$ cat src/rtl/midi_voice_allocator.sv
// MIDI voice allocator: parses a received MIDI byte stream (running status,
// channel filter, real-time bytes) and assigns note-on/note-off events to
// NUM_VOICES voice slots using retrigger / lowest-free / oldest-steal rules.
//   Latency  : completing data byte at edge N -> message strobe N+1 -> voice regs N+2.
//   Backpressure: none; the input strobes at most once every two cycles and the
//                 allocator retires one message per cycle.
// Ports: clk, rst_n (async active-low); rx_byte/rx_valid byte strobe in;
//        voice_note/voice_vel (7 bits per voice, voice i at [7i+6:7i]),
//        voice_gate, voice_trig (one-cycle), steal (one-cycle, with trig).
// Optional feature macro: SUSTAIN_PEDAL_EN (CC 64 sustain pedal handling).
module midi_voice_allocator #(
   parameter int NUM_VOICES = 4,
   parameter int CHANNEL    = 0
) (
   input  logic                    clk,
   input  logic                    rst_n,
   input  logic [7:0]              rx_byte,
   input  logic                    rx_valid,
   output logic [7*NUM_VOICES-1:0] voice_note,
   output logic [7*NUM_VOICES-1:0] voice_vel,
   output logic [NUM_VOICES-1:0]   voice_gate,
   output logic [NUM_VOICES-1:0]   voice_trig,
   output logic                    steal
);

   localparam logic [3:0] CH = CHANNEL[3:0];

   typedef enum logic [1:0] {
      ST_IDLE = 2'd0,
      ST_D1   = 2'd1,
      ST_D2   = 2'd2
   } state_e;

   // ------------------------------------------------------------------
   // Stage 1: byte parser. Emits a raw 3-byte message at edge N.
   // ------------------------------------------------------------------
   state_e     state_q, state_d;
   logic [7:0] rs_q, rs_d;            // running status
   logic [6:0] d1_q, d1_d;
   logic       raw_vld_q, raw_vld_d;
   logic [7:0] raw_status_q, raw_status_d;
   logic [6:0] raw_d1_q, raw_d1_d;
   logic [6:0] raw_d2_q, raw_d2_d;

   always_comb begin
      state_d      = state_q;
      rs_d         = rs_q;
      d1_d         = d1_q;
      raw_vld_d    = 1'b0;
      raw_status_d = raw_status_q;
      raw_d1_d     = raw_d1_q;
      raw_d2_d     = raw_d2_q;
      if (rx_valid) begin
         if (rx_byte >= 8'hF8) begin
            // real-time byte: transparent to the parser
         end else if (rx_byte >= 8'hF0) begin
            rs_d    = 8'h00;
            state_d = ST_IDLE;
         end else if (rx_byte[7]) begin
            rs_d    = rx_byte;
            state_d = ST_D1;
         end else begin
            case (state_q)
               ST_IDLE: begin
                  // data with no running status is discarded
               end
               ST_D1: begin
                  // program change / channel pressure carry one data byte;
                  // they are complete here and of no interest downstream
                  if (rs_q[7:4] == 4'hC || rs_q[7:4] == 4'hD) begin
                     state_d = ST_D1;
                  end else begin
                     d1_d    = rx_byte[6:0];
                     state_d = ST_D2;
                  end
               end
               ST_D2: begin
                  raw_vld_d    = 1'b1;
                  raw_status_d = rs_q;
                  raw_d1_d     = d1_q;
                  raw_d2_d     = rx_byte[6:0];
                  state_d      = ST_D1;
               end
               default: state_d = ST_IDLE;
            endcase
         end
      end
   end

   always_ff @(posedge clk or negedge rst_n) begin
      if (!rst_n) begin
         state_q      <= ST_IDLE;
         rs_q         <= 8'h00;
         d1_q         <= 7'h00;
         raw_vld_q    <= 1'b0;
         raw_status_q <= 8'h00;
         raw_d1_q     <= 7'h00;
         raw_d2_q     <= 7'h00;
      end else begin
         state_q      <= state_d;
         rs_q         <= rs_d;
         d1_q         <= d1_d;
         raw_vld_q    <= raw_vld_d;
         raw_status_q <= raw_status_d;
         raw_d1_q     <= raw_d1_d;
         raw_d2_q     <= raw_d2_d;
      end
   end

   // ------------------------------------------------------------------
   // Stage 2: message classification, registered at N+1.
   // ------------------------------------------------------------------
   logic       msg_on_q, msg_on_d;
   logic       msg_off_q, msg_off_d;
   logic [6:0] msg_note_q, msg_note_d;
   logic [6:0] msg_vel_q, msg_vel_d;
   logic       ch_match;
`ifdef SUSTAIN_PEDAL_EN
   logic       msg_sus_set_q, msg_sus_set_d;
   logic       msg_sus_clr_q, msg_sus_clr_d;
`endif

   assign ch_match = (raw_status_q[3:0] == CH);

   always_comb begin
      msg_on_d   = 1'b0;
      msg_off_d  = 1'b0;
      msg_note_d = raw_d1_q;
      msg_vel_d  = raw_d2_q;
`ifdef SUSTAIN_PEDAL_EN
      msg_sus_set_d = 1'b0;
      msg_sus_clr_d = 1'b0;
`endif
      if (raw_vld_q && ch_match) begin
         if (raw_status_q[7:4] == 4'h9 && raw_d2_q != 7'h00) begin
            msg_on_d = 1'b1;
         end else if (raw_status_q[7:4] == 4'h8 || raw_status_q[7:4] == 4'h9) begin
            // 0x9n with velocity 0 is the running-status form of note-off
            msg_off_d = 1'b1;
         end
`ifdef SUSTAIN_PEDAL_EN
         else if (raw_status_q[7:4] == 4'hB && raw_d1_q == 7'd64) begin
            msg_sus_set_d = raw_d2_q[6];
            msg_sus_clr_d = ~raw_d2_q[6];
         end
`endif
      end
   end

   always_ff @(posedge clk or negedge rst_n) begin
      if (!rst_n) begin
         msg_on_q   <= 1'b0;
         msg_off_q  <= 1'b0;
         msg_note_q <= 7'h00;
         msg_vel_q  <= 7'h00;
`ifdef SUSTAIN_PEDAL_EN
         msg_sus_set_q <= 1'b0;
         msg_sus_clr_q <= 1'b0;
`endif
      end else begin
         msg_on_q   <= msg_on_d;
         msg_off_q  <= msg_off_d;
         msg_note_q <= msg_note_d;
         msg_vel_q  <= msg_vel_d;
`ifdef SUSTAIN_PEDAL_EN
         msg_sus_set_q <= msg_sus_set_d;
         msg_sus_clr_q <= msg_sus_clr_d;
`endif
      end
   end

   // ------------------------------------------------------------------
   // Stage 3: voice bank, updated at N+2.
   // ------------------------------------------------------------------
   logic [6:0]            note_q [NUM_VOICES];
   logic [6:0]            note_d [NUM_VOICES];
   logic [6:0]            vel_q  [NUM_VOICES];
   logic [6:0]            vel_d  [NUM_VOICES];
   logic [3:0]            age_q  [NUM_VOICES];
   logic [3:0]            age_d  [NUM_VOICES];
   logic [NUM_VOICES-1:0] gate_q, gate_d;
   logic [NUM_VOICES-1:0] trig_q, trig_d;
   logic                  steal_q, steal_d;
`ifdef SUSTAIN_PEDAL_EN
   logic                  sustain_q, sustain_d;
   logic [NUM_VOICES-1:0] sus_mark_q, sus_mark_d;
`endif

   logic [NUM_VOICES-1:0] hit_oh, free_oh, old_oh, alloc_oh;
   logic                  hit_found, free_found;
   logic [3:0]            old_age;

   // Candidate selection for each allocation rule, all one-hot.
   always_comb begin
      hit_oh     = '0;
      free_oh    = '0;
      old_oh     = '0;
      hit_found  = 1'b0;
      free_found = 1'b0;
      old_oh[0]  = 1'b1;
      old_age    = age_q[0];
      for (int i = 0; i < NUM_VOICES; i++) begin
         if (!hit_found && gate_q[i] && note_q[i] == msg_note_q) begin
            hit_found = 1'b1;
            hit_oh[i] = 1'b1;
         end
         if (!free_found && !gate_q[i]) begin
            free_found = 1'b1;
            free_oh[i] = 1'b1;
         end
      end
      // strict '>' keeps the lowest index on ties
      for (int i = 1; i < NUM_VOICES; i++) begin
         if (age_q[i] > old_age) begin
            old_oh    = '0;
            old_oh[i] = 1'b1;
            old_age   = age_q[i];
         end
      end
   end

   always_comb begin
      note_d   = note_q;
      vel_d    = vel_q;
      age_d    = age_q;
      gate_d   = gate_q;
      trig_d   = '0;
      steal_d  = 1'b0;
      alloc_oh = '0;
`ifdef SUSTAIN_PEDAL_EN
      sustain_d  = sustain_q;
      sus_mark_d = sus_mark_q;
`endif
      if (msg_on_q) begin
         if (hit_found) begin
            alloc_oh = hit_oh;
         end else if (free_found) begin
            alloc_oh = free_oh;
         end else begin
            alloc_oh = old_oh;
            steal_d  = 1'b1;
         end
         for (int i = 0; i < NUM_VOICES; i++) begin
            if (alloc_oh[i]) begin
               note_d[i] = msg_note_q;
               vel_d[i]  = msg_vel_q;
               gate_d[i] = 1'b1;
               trig_d[i] = 1'b1;
               age_d[i]  = 4'd0;
`ifdef SUSTAIN_PEDAL_EN
               sus_mark_d[i] = 1'b0;
`endif
            end else if (age_q[i] != 4'hF) begin
               age_d[i] = age_q[i] + 4'd1;
            end
         end
      end else if (msg_off_q) begin
         for (int i = 0; i < NUM_VOICES; i++) begin
            if (gate_q[i] && note_q[i] == msg_note_q) begin
`ifdef SUSTAIN_PEDAL_EN
               if (sustain_q) begin
                  sus_mark_d[i] = 1'b1;
               end else begin
                  gate_d[i] = 1'b0;
               end
`else
               gate_d[i] = 1'b0;
`endif
            end
         end
      end
`ifdef SUSTAIN_PEDAL_EN
      else if (msg_sus_set_q) begin
         sustain_d = 1'b1;
      end else if (msg_sus_clr_q) begin
         sustain_d  = 1'b0;
         gate_d     = gate_q & ~sus_mark_q;
         sus_mark_d = '0;
      end
`endif
   end

   always_ff @(posedge clk or negedge rst_n) begin
      if (!rst_n) begin
         for (int i = 0; i < NUM_VOICES; i++) begin
            note_q[i] <= 7'h00;
            vel_q[i]  <= 7'h00;
            age_q[i]  <= 4'd0;
         end
         gate_q  <= '0;
         trig_q  <= '0;
         steal_q <= 1'b0;
`ifdef SUSTAIN_PEDAL_EN
         sustain_q  <= 1'b0;
         sus_mark_q <= '0;
`endif
      end else begin
         note_q  <= note_d;
         vel_q   <= vel_d;
         age_q   <= age_d;
         gate_q  <= gate_d;
         trig_q  <= trig_d;
         steal_q <= steal_d;
`ifdef SUSTAIN_PEDAL_EN
         sustain_q  <= sustain_d;
         sus_mark_q <= sus_mark_d;
`endif
      end
   end

   // Pack per-voice registers onto the flat output buses.
   always_comb begin
      voice_note = '0;
      voice_vel  = '0;
      for (int i = 0; i < NUM_VOICES; i++) begin
         voice_note[7*i +: 7] = note_q[i];
         voice_vel[7*i +: 7]  = vel_q[i];
      end
   end

   assign voice_gate = gate_q;
   assign voice_trig = trig_q;
   assign steal      = steal_q;

endmodule

$ cat config.mk
export PLATFORM = sky130hd
export DESIGN_NAME = midi_voice_allocator
export DESIGN_NICKNAME = d
export VERILOG_FILES = /design/src/rtl/midi_voice_allocator.sv
export SDC_FILE = /design/constraint.sdc
export NUM_CORES = 1
export LEC_CHECK = 0
export BUFFER_PORTS_ARGS = -buffer_cell sky130_fd_sc_hd__buf_4
export CORE_MARGIN = 8
export CORE_UTILIZATION = 60
export CTS_BUF_LIST = sky130_fd_sc_hd__clkbuf_8
export CTS_CLUSTER_SIZE = 24
export DETAILED_ROUTE_END_ITERATION = 16
export PLACE_DENSITY = 0.82
export SLEW_MARGIN = 30
export SYNTH_ARGS = -nofsm -noshare
export SYNTH_HDL_FRONTEND = slang
export SYNTH_SLANG_ARGS = --single-unit
$ cat constraint.sdc
create_clock -name clk -period 5.2 [get_ports clk]
set_clock_uncertainty 0.1 [all_clocks]
set_input_delay 0.26 -clock clk [delete_from_list [all_inputs] [get_ports clk]]
set_output_delay 0.26 -clock clk [all_outputs]
set_load 0.05 [all_outputs]
==> flow_summary_export.csv <==
group,metric,value,unit
global_route,grt_max_degree,82,
logic_synthesis,synth_edf_count,0,
logic_synthesis,synth.distinct_cells,55,
logic_synthesis,syn_nets,604,
clock_network,root_buffer,"clkbuf_8",
placement,gp_congestion,0.8940,
power,p_leak,3.792,nW
timing,relSlewSlack,0.3641,
setup_path,arrival,5170,ps
setup_path,critPathRequiredTime,5430,ps
clock_network,cts_max_level,4,
logic_synthesis,yosys_warnings,0,
global_route,overflow,0,
timing,tightest_slew,950.9,ps
drt,dr.pass1.iters,7,
cells_and_area,areaGrowthSynthToFinish,17.94,%
cells_and_area,n_fill_cell,726,
global_route,grt_antenna_before_repair,0,
placement,io_buffers,75,
drt,wl_per_cell,18.59,µm
die,die_width,119.4,µm
setup_path,worstSetupPathType,"reg2reg",
drt,antenna_left,0,
logic_synthesis,synth_area_leaders,"dfrtp_1 53%, mux2_2 7.7%, nand2_1 6.3%",
logic_synthesis,synth_top_cell_by_area,"dfrtp_1",
power,p_per_area,341.8,mW/mm²
clock_network,cts_tree,"done",
clock_network,clock_latency,440,ps
timing,finalWorstSetupSlack,257.1,ps
die,die_area,0.01426,mm²
logic_synthesis,yosysSeqAreaShare,0.5342,
setup_path,critPathCaptureType,"flop",
cells_and_area,nets,685,
cells_and_area,n_antenna_cell,0,
cells_and_area,final_area,0.007569,mm²
logic_synthesis,synth_cells,574,
clock_network,post_cts_buffers,0,
setup_path,start_kind,"flop",
drt,first_iter_violations,363,
timing,min_period_over_period,0.9506,
die,dieHeight,119.4,µm
clock_network,path_clk_slew,80,ps
setup_path,path_max_fanout,9,
timing,fmax,202.3,MHz
drt,drt_wl_total,14940,µm
min_path,hold_path.class,"in2reg",
timing,maxSlewViolCount,0,
logic_synthesis,postSynthAreaPerCell,11.18,µm²
logic_synthesis,synth.top_cell.area_share,0.5342,
global_route,grt_pass1_vias,4755,
timing,hold_viol,0,
die,core,0.01037,mm²
die,io_pins,76,
timing,rsz0062_at_grt,"false",
global_route,grt_pass1_wl,24340,µm
logic_synthesis,synthFlopType,"dfrtp_1",
logic_synthesis,ys_seq_elements,137,
job,maxCapViolCount,0,
timing,fin_tns_setup,0,ps
power,ir_drop,290.3,µV
clock_network,clock_path_buffers,2,
drt,drc_errors,0,
cells_and_area,finish.utilization,0.7299,
drt,via_per_inst,5.843,
placement,placed_area,0.007051,mm²
die,start_util,0.6188,
global_route,grt_usage,0.2139,
placement,dp_slack,158.2,ps
clock_network,clock-sinks,137,
placement,hpwl,10360,µm
die,fp-row-count,37,
cells_and_area,drive_above_1_share,0.2605,
clock_network,numCtsBuffers,17,
timing,fin_hold_ws,33.82,ps
logic_synthesis,async_flop_share,1.000,
drt,vias,4698,
logic_synthesis,syn_area,0.006417,mm²
timing,fin_crit,4943,ps
run_status,outcome,"finished, final reports clean",
timing,finalSetupViolCount,0,
## metrics by stage
stage	instances	total power, mW
global placement	763	1.714
detailed placement	763	1.744
global route	804	2.716
floorplan	574	1.630
finish	804	2.587
CTS	804	2.601
## synthesized netlist by cell type, types with 5 or more instances
cell	number
a21boi_0	14
a21oi_1	15
a32o_1	14
and3_1	5
buf_2	6
buf_4	9
clkbuf_1	12
dfrtp_1	137
ha_1	19
inv_1	19
mux2_2	44
mux2_4	6
nand2_1	107
nand2b_1	5
nand3_1	10
nand4_1	11
nor2_1	18
nor3_1	6
nor4_1	6
o21ai_0	23
xnor2_1	17
xor2_1	13
## repair_timing
item	in CTS	in global routing
hold buffers	9	0
endpoints found under the hold margin	98	0
gates resized for setup	0	4
endpoints found under the setup margin	0	31
## final timing paths
check,from,cells after the start,to,slack (ps)
max,age_q[15]$_DFFE_PN0P_,20,voice_vel[12]$_DFFE_PN0P_,260
min,rx_byte[7],3,state_q[0]$_DFFE_PN0P_,30
max reg2reg,age_q[15]$_DFFE_PN0P_,20,voice_vel[12]$_DFFE_PN0P_,260
min reg2reg,msg_note_d[0]$_DFFE_PN0P_,0,msg_note_q[0]$_DFF_PN0_,280
max in group asynchronous,rst_n,3,voice_vel[12]$_DFFE_PN0P_,3490
min in group asynchronous,rst_n,2,voice_trig[3]$_DFF_PN0_,310
## critical path: stages (launching register included)
cell	delay (ps)
dfrtp_1	410
inv_1	100
ha_1	300
o21ai_0	80
a21oi_1	140
o21a_2	210
mux2i_1	290
ha_1	300
o21a_1	200
o21ai_0	240
or2_4	240
nand2_1	80
o21ai_0	120
ha_1	290
o21ai_0	250
a21oi_1	110
o21ai_2	210
a41oi_4	160
a2111oi_4	400
buf_4	260
mux2_2	350
## final cells by class
type	count	area [µm²]	area share
well taps	136	170.2	0.02248
clock inverters	13	128.9	0.01703
flip-flops and latches	137	3428	0.4530
multi-input cells	387	2768	0.3657
repair buffers	93	740.7	0.09787
clock buffers	19	261.5	0.03455
inverters	19	71.32	0.009423
## routing by layer
metal  vias up  part of all wire  wire length (µm)  GRT usage
met5         -                 0                 0          0
met4         0             0.019               289    0.08587
met3        30             0.053               797    0.06046
met2       142              0.51              7571     0.3512
met1      2346              0.42              6285     0.2621
li1       2180                 -                 -          -
## power by group
| part | total (mW) | switching [mW] | internal (mW) |
|---|---|---|---|
| registers | 1.41 | 0.185 | 1.22 |
| logic | 0.322 | 0.168 | 0.154 |
| clock network | 0.855 | 0.409 | 0.447 |
## state kept, by name, summed over array words and instances, names as in the netlist, 2 cells and up
signal,flops
msg_note_q,7
msg_note_d,7
d1_q,7
raw_status_q,8
voice_note,28
voice_gate,4
age_q,16
state_q,2
rs_q,8
voice_vel,28
voice_trig,4
msg_vel_d,7
msg_vel_q,7
## kinds of logic (layout without fill, tap and decap cells)
logic type,after synthesis,after routing,share of synthesized area
AOI/OAI and AO/OA,100,100,0.1217
xor gates and xnor gates,30,30,0.04094
adders and majority gates,19,19,0.03704
buffers and inverters,50,144,0.03919
DFF,137,137,0.5342
muxes,54,54,0.09749
and+or+nand+nor,184,184,0.1295
## cell usage in the layout, fill, tap and decap left out, types with 4 or more instances in the layout
| cell type | Yosys | routed |
|---|---|---|
| nand3_1 | 10 | 10 |
| a21oi_1 | 15 | 15 |
| a32o_1 | 14 | 14 |
| buf_4 | 9 | 81 |
| nor4_1 | 6 | 6 |
| and3_1 | 5 | 5 |
| a21boi_0 | 14 | 14 |
| mux2_2 | 44 | 44 |
| nand2_1 | 107 | 107 |
| o21ai_0 | 23 | 23 |
| dlygate4sd3_1 | 0 | 9 |
| dfrtp_1 | 137 | 137 |
| xnor2_1 | 17 | 17 |
| ha_1 | 19 | 19 |
| xor2_1 | 13 | 13 |
| nand4_1 | 11 | 11 |
| nand2b_1 | 5 | 5 |
| clkbuf_8 | 0 | 19 |
| mux2i_1 | 4 | 4 |
| mux2_4 | 6 | 6 |
| nor3_1 | 6 | 6 |
| inv_1 | 19 | 22 |
| nor2_1 | 18 | 17 |
(Power assumes the default switching activity.)
